[config.mk]
export PLATFORM = sky130hd
export DESIGN_NAME = core_seq
export DESIGN_NICKNAME = d
export VERILOG_FILES = /design/src/rtl/core_seq.sv
export SDC_FILE = /design/constraint.sdc
export NUM_CORES = 1
export LEC_CHECK = 0
export CAP_MARGIN = 20
export CORE_MARGIN = 5
export CORE_UTILIZATION = 53
export CTS_CLUSTER_SIZE = 28
export DETAILED_ROUTE_END_ITERATION = 10
export HOLD_SLACK_MARGIN = 0.06
export PLACE_DENSITY = 0.92
export SYNTH_ARGS = -nofsm -noshare
export SYNTH_HDL_FRONTEND = slang
export SYNTH_SLANG_ARGS = --single-unit
[constraint.sdc]
create_clock -name clk -period 5.1 [get_ports clk]
set_clock_uncertainty 0.1 [all_clocks]
set_input_delay 1.02 -clock clk [delete_from_list [all_inputs] [get_ports clk]]
set_output_delay 1.02 -clock clk [all_outputs]
set_load 0.02 [all_outputs]
[src/rtl/core_seq.sv]
// Multi-cycle instruction sequencer: fetch, decode, execute, memory and write-back control.
// Define CORE_SEQ_TIMEOUT_EN to bound memory waits with a TIMEOUT_CYC watchdog that halts with bus_err.
module core_seq #(
    parameter int TIMEOUT_CYC = 255
) (
    input  logic        clk,
    input  logic        reset,
    input  logic        run,
    input  logic [6:0]  opcode,
    input  logic        branch_taken,
    output logic        imem_req,
    input  logic        imem_ack,
    output logic        dmem_req,
    output logic        dmem_we,
    input  logic        dmem_ack,
    output logic        ir_we,
    output logic        pc_we,
    output logic [1:0]  pc_sel,
    output logic        rf_we,
    output logic [2:0]  state,
    output logic [31:0] instret,
    output logic        halted,
    output logic        illegal,
    output logic        bus_err
);

    typedef enum logic [2:0] {
        S_IDLE    = 3'd0,
        S_FETCH   = 3'd1,
        S_DECODE  = 3'd2,
        S_EXECUTE = 3'd3,
        S_MEM     = 3'd4,
        S_WB      = 3'd5,
        S_HALT    = 3'd6
    } state_t;

    typedef enum logic [2:0] {
        C_ALU, C_LOAD, C_STORE, C_BRANCH, C_JAL, C_JALR
    } cls_t;

    if (TIMEOUT_CYC < 1 || TIMEOUT_CYC > 65535) begin : g_param_check
        $error("core_seq: TIMEOUT_CYC must be within 1..65535");
    end

    state_t cur, nxt;
    cls_t   cls_d, cls_q;
    logic   legal_d, system_d;
    logic   set_illegal, set_bus_err;
    logic   wait_hit;

    // Opcode classification; the class is captured in DECODE so later states do not depend on the IR.
    always_comb begin
        cls_d    = C_ALU;
        legal_d  = 1'b1;
        system_d = 1'b0;
        case (opcode)
            7'b0110011, 7'b0010011,
            7'b0110111, 7'b0010111: cls_d = C_ALU;
            7'b0000011:             cls_d = C_LOAD;
            7'b0100011:             cls_d = C_STORE;
            7'b1100011:             cls_d = C_BRANCH;
            7'b1101111:             cls_d = C_JAL;
            7'b1100111:             cls_d = C_JALR;
            7'b1110011: begin
                legal_d  = 1'b0;
                system_d = 1'b1;
            end
            default:                legal_d = 1'b0;
        endcase
    end

`ifdef CORE_SEQ_TIMEOUT_EN
    localparam logic [15:0] TIMEOUT_LAST = 16'(TIMEOUT_CYC - 1);
    logic [15:0] wait_cnt;

    assign wait_hit = (wait_cnt == TIMEOUT_LAST);

    always_ff @(posedge clk) begin
        if (reset) begin
            wait_cnt <= '0;
        end else if ((nxt == S_FETCH && cur != S_FETCH) || (nxt == S_MEM && cur != S_MEM)) begin
            wait_cnt <= '0;
        end else if ((cur == S_FETCH && !imem_ack) || (cur == S_MEM && !dmem_ack)) begin
            wait_cnt <= wait_cnt + 16'd1;
        end
    end
`else
    assign wait_hit = 1'b0;
`endif

    always_comb begin
        nxt         = cur;
        imem_req    = 1'b0;
        dmem_req    = 1'b0;
        dmem_we     = 1'b0;
        ir_we       = 1'b0;
        pc_we       = 1'b0;
        pc_sel      = 2'd0;
        rf_we       = 1'b0;
        set_illegal = 1'b0;
        set_bus_err = 1'b0;
        case (cur)
            S_IDLE: if (run) nxt = S_FETCH;
            S_FETCH: begin
                imem_req = 1'b1;
                if (imem_ack) begin
                    ir_we = 1'b1;
                    nxt   = S_DECODE;
                end else if (wait_hit) begin
                    set_bus_err = 1'b1;
                    nxt         = S_HALT;
                end
            end
            S_DECODE: begin
                if (legal_d) begin
                    nxt = S_EXECUTE;
                end else begin
                    set_illegal = !system_d;
                    nxt         = S_HALT;
                end
            end
            S_EXECUTE: begin
                if (cls_q == C_LOAD || cls_q == C_STORE) begin
                    nxt = S_MEM;
                end else if (cls_q == C_BRANCH) begin
                    pc_we  = 1'b1;
                    pc_sel = branch_taken ? 2'd1 : 2'd0;
                    nxt    = run ? S_FETCH : S_IDLE;
                end else begin
                    nxt = S_WB;
                end
            end
            S_MEM: begin
                dmem_req = 1'b1;
                dmem_we  = (cls_q == C_STORE);
                if (dmem_ack) begin
                    if (cls_q == C_STORE) begin
                        pc_we = 1'b1;
                        nxt   = run ? S_FETCH : S_IDLE;
                    end else begin
                        nxt = S_WB;
                    end
                end else if (wait_hit) begin
                    set_bus_err = 1'b1;
                    nxt         = S_HALT;
                end
            end
            S_WB: begin
                rf_we  = 1'b1;
                pc_we  = 1'b1;
                pc_sel = (cls_q == C_JAL) ? 2'd1 : (cls_q == C_JALR) ? 2'd2 : 2'd0;
                nxt    = run ? S_FETCH : S_IDLE;
            end
            S_HALT: nxt = S_HALT;
            default: nxt = S_IDLE;
        endcase
    end

    always_ff @(posedge clk) begin
        if (reset) begin
            cur     <= S_IDLE;
            instret <= '0;
            illegal <= 1'b0;
            bus_err <= 1'b0;
        end else begin
            cur <= nxt;
            if (pc_we) instret <= instret + 32'd1;
            if (set_illegal) illegal <= 1'b1;
            if (set_bus_err) bus_err <= 1'b1;
        end
    end

    always_ff @(posedge clk) begin
        if (cur == S_DECODE) cls_q <= cls_d;
    end

    assign state  = cur;
    assign halted = (cur == S_HALT);

endmodule

Word level (Yosys, flattened, before mapping)
Cells that the tools add are included.
{ "classes": {"add_sub_neg": 1, "n_eq_ne": 24, "mux": 31, "n_reduce_logical": 5} }
{ "ops": {"columns": ["operator", "n"], "rows": [
  ["adder 32 x 1 -> 32 bit, second input constant", 1],
  ["equality test 7 bit, second input constant", 4],
  ["equality test 7 x 6 -> 1 bit, second input constant", 3],
  ["2-to-1 mux 3 bit", 7],
  ["one-hot mux 3 bit (7 select lines)", 1],
  ["2-to-1 mux 1 bit", 18],
  ["equality test 3 bit, second input constant", 5],
  ["one-hot mux 3 bit (5 select lines)", 1],
  ["equality test 7 x 5 -> 1 bit, second input constant", 2],
  ["equality test 3 x 2 -> 1 bit, second input constant", 4],
  ["OR reduction 9 bit", 1],
  ["equality test 7 x 2 -> 1 bit, second input constant", 1],
  ["equality test 3 x 1 -> 1 bit, second input constant", 2],
  ["inequality test 2 bit, second input constant", 3],
  ["2-to-1 mux 2 bit", 2],
  ["one-hot mux 2 bit (2 select lines)", 1],
  ["logical NOT 3 bit", 1],
  ["one-hot mux 1 bit (3 select lines)", 1],
  ["AND reduction 3 bit", 1],
  ["logical NOT 1 bit", 1],
  ["logical OR 1 bit", 1]
]} }
{ "totals": {"reg_bits": 39, "inputBits": 13, "output_inout_bits": 46, "elab_cells": 65} }

Depth between registers and ports, before layout
Gate-level depths: netlist of run 1.
{ "depth": {"ltp_word": 5, "ltp_mapped": 6, "mapped_depth_nobuf": 6} }

Worst setup path after synthesis of run 1
No wires, ideal clock.
{ "synth_path": {"path_type": "in2out", "start": "in dmem_ack", "end": "out pc_we", "arrival_time_ns": 1.842, "t_required_ns": 3.980, "path_slack_ns": 2.138, "stages": 4, "n_path_buf": 1, "cell_sequence": "and4bb_2 a21oi_1 buf_4 nand2_1"} }
{ "synth_via": {"elab_chain_len": 2} }
{ "synth_rtl": {"columns": ["item", "line", "source"], "rows": [
  ["start: declaration", "15", "input logic dmem_ack,"],
  ["2-to-1 mux 1 bit", "136", "if (dmem_ack) begin"],
  ["one-hot mux 1 bit (3 select lines)", "102", "case (cur)"],
  ["end: declaration", "17", "output logic pc_we,"]
]} }
Every way passes these cells.

Worst setup path in the final report of run 1
Ends and elaborated chain as after synthesis.

==> results.md, run 1 <==
* DR DRC count at 0
* Switching pwr at 0.201 mW
* GRT Util Overall at 19.9%
* VDD IR max at 0.223 mV
* FF-to-FF End: instret[31]$_SDFFE_PP0P_
* TritonCTS clock tree: done
* Crit Path Category: input pin to output pin
* Vias in the first global route at 2057
* Pleak at 0.938 nW
* Final core utilization at 72.5%
* Postcts setup bufs at 0
* Most crowded layer after global routing: met2
* Power Internal at 0.496 mW
* Area growth, synth to finish at 30.0%
* Final net count at 333
* Most common cell after layout, fill and taps aside: clkdlybuf4s50_1
* Fin crit share at 78.1%
* Die Span Y at 75.4 µm
* Max Fanout on Critical Path at 11
* Seq pwr share at 50.1%
* Cts repair resizes at 0
* Met3 Usage GRT at 5.01%
* Antenna violations before repair at 0
* Ys flop type: dfxtp_1
* Max-slew violations at 0
* Worst hold path class: flop to flop
* CP endpoint kind: output pin
* Worst Setup SP: dmem_ack
* Number of routed nets with antenna violations at 0
* Synthesis Warnings at 0
* Placed insts at 362
* Hold buffer count at cts at 0
* Row Count at 23
* Peak Freq at 251 MHz
* CP Data Required Time at 3.98 ns
* Die area at 5680 µm²
* Post-synth EDFFs at 3
* Core Box Area at 4060 µm²
* GR Util met2 at 33.5%
* FFs w/ async S/R, synth at 0%
* Synthesized instance count at 265
* Combinational share of power at 20.2%
* N_diodes at 0
* Met1 usage at 24.7%
* Grt ovf at 0
* Vias at 2141
* First-pass GRT wire length at 8880 µm
* Sw frac at 28.8%
* Reg2Reg Depth at 5
* DP Wirelength at 4010 µm
* CP Launch Type: input pin
* Clk sink count at 39
* Commonest cells after routing, fill and taps aside: clkdlybuf4s50_1, dfxtp_1, nor2_1
* Max-cap violation count at 0
* Synthesized cell area at 2260 µm²
* Worst slew margin at 62.9%
* Final hold slack at 0.387 ns
* Chip Width at 75.4 µm
* Period minus WS final at 3.98 ns
* Largest net degree at the start of global routing at 26
* Final setup vio count at 0
* Post-synthesis register bit count at 39
* Unique masters post-synth at 59
* Total power at 0.697 mW
* Power share of the clock group at 29.7%
* CP endpoint: pc_we
* Power density over cell area at 237 nW/µm²
* GPL Wtd Cong at 0.848
* Final hold vios at 0
* Non-filler cells, final at 369
* WP data arrival at 2.86 ns
* Initial Util at 55.8%
* Synthesized Nets at 279
* H-tree depth at 2
* Share of layout cells above drive strength 1 at 8.46%
* Seq/Total Area, Yosys at 35.8%
* Via density at 5.80
* FF-to-FF Start: state[1]$_SDFFE_PP0P_
* Syn Area/Cell at 8.54 µm²
* Status: completed
* Initial detailed-routing violation count at 120
* 1st-pass router iterations at 4
* RSZ-0062 raised after global routing: false
* Num ports at 59
* Worst-case clock buffer depth at 2
* Reg2reg setup slack at 2.77 ns
* Root Driver: clkbuf_8
* Clock Pin Slew Worst Setup and Hold Paths at 0.07 ns
* Average wire per cell in the routed design at 14.2 µm
* Fillers at 315
* Detailed Route WL at 5220 µm
* Worst-Skew Late Latency at 0.29 ns
* Worst Max-Slew Pin Slew at 0.555 ns
* Sum Neg Setup Slack at 0 ns
* Number of I/O port buffers at 57
* Clock buffer count from CTS at 5
[power groups by stage]
stage / clock, mW / sequential (mW) / combinational (mW)
2_1_floorplan: 0 / 0.349 / 0.0915
3_3_place_gp: 0 / 0.354 / 0.138
3_5_place_dp: 0 / 0.355 / 0.140
4_1_cts: 0.212 / 0.349 / 0.142
5_1_grt: 0.224 / 0.352 / 0.156
6_report: 0.207 / 0.349 / 0.141
[cell usage after synthesis (2+ instances only)]
library cell	count	share of area, %
a221oi_1	2	0.77
nor2_1	32	5.3
o21ba_2	2	0.88
o2111ai_1	3	1.2
o21ai_0	12	2.7
o22ai_1	2	0.55
nand2b_1	4	1.1
nand2_1	16	2.7
and2_1	4	1.1
buf_4	3	0.99
o31ai_1	2	0.66
or4_1	4	1.3
or3_1	7	1.9
xnor2_1	11	4.3
nor3_1	9	2.0
o211ai_1	5	1.7
nand3b_1	3	0.99
clkbuf_1	8	1.3
a22o_1	2	0.77
nand3_1	8	1.8
o21a_1	2	0.66
nor4_1	2	0.55
nand4_1	6	1.7
nor2b_1	6	1.7
a2111oi_2	5	3.3
xor2_1	7	2.7
a21o_1	2	0.66
edfxtp_1	3	4.0
inv_1	11	1.8
dfxtp_1	36	32
a21oi_1	18	4.0
[worst min path at each step]
stage                                   from                       end  slack (ns)  cells after the start
finish              instret[31]$_SDFFE_PP0P_  instret[31]$_SDFFE_PP0P_        0.39                      2
global route        instret[28]$_SDFFE_PP0P_  instret[28]$_SDFFE_PP0P_        0.41                      2
CTS                 instret[31]$_SDFFE_PP0P_  instret[31]$_SDFFE_PP0P_        0.38                      2
detailed placement  instret[31]$_SDFFE_PP0P_  instret[31]$_SDFFE_PP0P_        0.37                      2
global placement        illegal$_SDFFE_PP0P_      illegal$_SDFFE_PP0P_        0.35                      2
floorplan               illegal$_SDFFE_PP0P_      illegal$_SDFFE_PP0P_        0.45                      2
[sequential cells by signal, summed over array words and instances, names as in the netlist]
register and cells:
illegal 1, instret 32, state 3, cls_q 3
[layer usage]
layer	up-vias	part of all wire, %
li1	1076	-
met1	1011	43
met2	47	52
met3	7	4.7
met4	0	1.2
met5	-	0
[logic make-up after synthesis]
logic type | synth area share [%]
muxes | 0.442
buffers and inverters | 4.31
adders and majority gates | 0.553
other | 0.166
DFF | 35.8
AOI/OAI and AO/OA | 24.1
and+or+nand+nor | 27.6
xor gates and xnor gates | 6.97
[metrics by stage]
step                      worst slack [ns]  cell area (µm²)
after floorplan                       2.14             2260
after global placement                1.17             2860
after detailed placement              1.13             2860
after CTS                             1.12             2940
after global routing                  1.02             2940
final                                 1.12             2940
[area by class of cell]
type | instances | area (µm²) | share of cell area [%]
inverters | 11 | 41.3 | 1.40
multi-input cells | 203 | 1360 | 46.0
flip-flops and latches | 39 | 811 | 27.6
repair buffers | 59 | 586 | 19.9
clock buffers | 6 | 82.6 | 2.81
clock inverters | 1 | 5.00 | 0.170
well taps | 50 | 62.6 | 2.13
[worst max-delay path, stage by stage]
cell and delay (ns):
clkdlybuf4s50_1 0.53, and4bb_2 0.29, a21oi_1 0.07, buf_4 0.20, nand2_1 0.13, clkdlybuf4s50_1 0.62
(Power assumes the default switching activity.)
==> inputs of run 2 (changes only) <==
Settings changed: CORE_UTILIZATION 53 to 44, PLACE_DENSITY 0.92 to 0.82.
Clock period 5.1 ns to 3.25 ns, I/O delays scaled along.
==> results.md, run 2 (same netlist as run 1, synthesis figures left out) <==
* Slowest-stage cell, CP: clkdlybuf4s50_1
* Worst-Skew Late Latency at 0.29 ns (about the same)
* Vias at 2147 (+0.28%)
* Largest net degree at the start of global routing at 18 (-31%)
* CP Launch Type: input pin
* H-tree depth at 2 (unchanged)
* TritonCTS clock tree: done
* N_diodes at 0 (unchanged)
* Final hold vios at 0 (unchanged)
* GRT Util Overall at 17.6% (-2.3 points)
* Clock Pin Slew Worst Setup and Hold Paths at 0.08 ns (about the same)
* Max-cap violation count at 0 (unchanged)
* Most flop-heavy register: instret
* Row Count at 26 (+13%)
* WP data arrival at 2.31 ns (-0.55 ns)
* Clock buffer count from CTS at 5 (unchanged)
* Period minus WS final at 3.06 ns
* Initial Util at 44.9% (-11 points)
* Worst-case clock buffer depth at 2 (unchanged)
* Reg2Reg Depth at 5 (unchanged)
* Worst Hold Launch: illegal$_SDFFE_PP0P_
* Hold buffer count at cts at 0 (unchanged)
* Number of routed nets with antenna violations at 0 (unchanged)
* Grt ovf at 0 (unchanged)
* Postcts setup bufs at 0 (unchanged)
* RSZ-0062 raised after global routing: false
* Worst Max-Slew Pin Slew at 0.577 ns (+0.0226 ns)
* Final net count at 338 (+1.5%)
* Crit-path cells: clkdlybuf4s50_1 -> and4bb_2 -> a21oi_1 -> nand2_1 -> clkdlybuf4s50_1
* Chip Width at 81.7 µm (+8.5%)
* Final hold slack at 0.379 ns (-0.00803 ns)
* Detailed Route WL at 5510 µm (+5.5%)
* Non-filler cells, final at 395 (+7.0%)
* Core Box Area at 5040 µm² (+24%)
* Sum Neg Setup Slack at 0 ns (unchanged)
* M1 wire length at 2380 µm (+7.0%)
* Vias in the first global route at 1940 (-5.7%)
* Max reg flops at 32 (unchanged)
* WL met3 at 315 µm (+29%)
* Fin crit share at 94.1%
* Max-slew violations at 0 (unchanged)
* Worst hold path class: flop to flop
* Final core utilization at 59.6% (-13 points)
* Power density over cell area at 366 nW/µm² (+55%)
* Kind of cell adding the most delay to the critical path: buffers and inverters
* Routed wire length on met2 at 2750 µm (+2.0%)
* Max Fanout on Critical Path at 3 (-8)
* Commonest cells after routing, fill and taps aside: clkdlybuf4s50_1, dfxtp_1, nor2_1
* Average wire per cell in the routed design at 13.9 µm (-1.5%)
* Most common cell after layout, fill and taps aside: clkdlybuf4s50_1
* GPL Wtd Cong at 0.851 (+0.41%)
* Cts repair resizes at 0 (unchanged)
* Worst slew margin at 61.4% (-1.5 points)
* Final Cell Area at 3010 µm² (+2.2%)
* Die Span Y at 81.7 µm (+8.5%)
* Die area at 6680 µm² (+18%)
* Fillers at 438 (+39%)
* DR DRC count at 0 (unchanged)
* Reg2reg setup slack at 1.00 ns (-1.77 ns)
* Crit Path Category: input pin to output pin
* 1st-pass router iterations at 4 (unchanged)
* Pleak at 0.956 nW (+1.9%)
* First-pass GRT wire length at 9290 µm (+4.6%)
* Peak Freq at 327 MHz
* Number of I/O port buffers at 57 (unchanged)
* CP peak stage delay at 0.63 ns (about the same)
* CP endpoint kind: output pin
* Area growth, synth to finish at 32.8%
* FF-to-FF End: instret[31]$_SDFFE_PP0P_
* Initial detailed-routing violation count at 133 (+11%)
* Status: completed
* Most frequent CP cell: clkdlybuf4s50_1
* FF-to-FF Start: state[0]$_SDFFE_PP0P_
* Placed insts at 387 (+6.9%)
* DP Wirelength at 4190 µm (+4.6%)
* Via density at 5.44 (-6.3%)
* Antenna violations before repair at 0 (unchanged)
* Placed instance area at 2920 µm² (+2.2%)
* Final setup vio count at 0 (unchanged)
* VDD IR max at 0.287 mV (+29%)
* Root Driver: clkbuf_8
* Worst Path Buf+Inv at 2 (-1)
* CP Data Required Time at 2.50 ns (-1.48 ns)
* Clk sink count at 39 (unchanged)
* Num ports at 59 (unchanged)
* Uppermost routed layer: met4
* Share of layout cells above drive strength 1 at 10.2% (+1.7 points)
* Hold Path Cell Cnt at 2 (unchanged)
* Hold EP: illegal$_SDFFE_PP0P_
-- run 2: cell types whose count changed in the layout (fill, tap and decap cells not counted) --
cell        change
buf_4           +5
clkinvlp_4      +2
clkbuf_8        -1
-- run 2: routing by layer --
metal / up-vias / global-route usage, %
met5: - / 0
met3: 6 / 4.71
met4: 0 / 4.49
met2: 52 / 29.0
met1: 1008 / 22.8
li1: 1081 / -
-- run 2: tightest hold or removal path, stage by stage, from the launching register on --
cell and delay [ns]:
dfxtp_1 0.33, nor2_1 0.05, nor2_1 0.07
-- run 2: final cells by class --
class / instances / area (µm²) / area share (%)
Tap cell: 70 / 87.6 / 2.91
Clock buffer: 5 / 68.8 / 2.29
Multi-Input combinational cell: 203 / 1360 / 45.1
Sequential cell: 39 / 811 / 27.0
Inverter: 11 / 41.3 / 1.37
Timing Repair Buffer: 64 / 623 / 20.7
Clock inverter: 3 / 20.0 / 0.666
-- run 2: where the power goes --
part / switching, mW / internal (mW) / leakage (nW) / total [mW]
combinational: 0.121 / 0.116 / 0.599 / 0.237
sequential: 0.0391 / 0.502 / 0.318 / 0.541
clock: 0.173 / 0.149 / 0.0402 / 0.322
-- run 2: metrics by stage --
step,setup WS [ns],total power [mW]
5_1_grt,0.140,1.16
2_1_floorplan,0.861,0.691
4_1_cts,0.204,1.11
3_5_place_dp,0.209,0.788
6_report,0.190,1.10
3_3_place_gp,0.226,0.784
-- run 2: worst max-delay path by stage --
stage	start	endpoint	slack [ns]	depth (start not counted)
floorplan	state[2]$_SDFFE_PP0P_	dmem_we	0.86	4
global placement	dmem_ack	pc_we	0.23	5
detailed placement	dmem_ack	pc_we	0.21	5
CTS	dmem_ack	pc_we	0.20	5
global route	dmem_ack	pc_we	0.14	5
finish	dmem_ack	pc_we	0.19	5
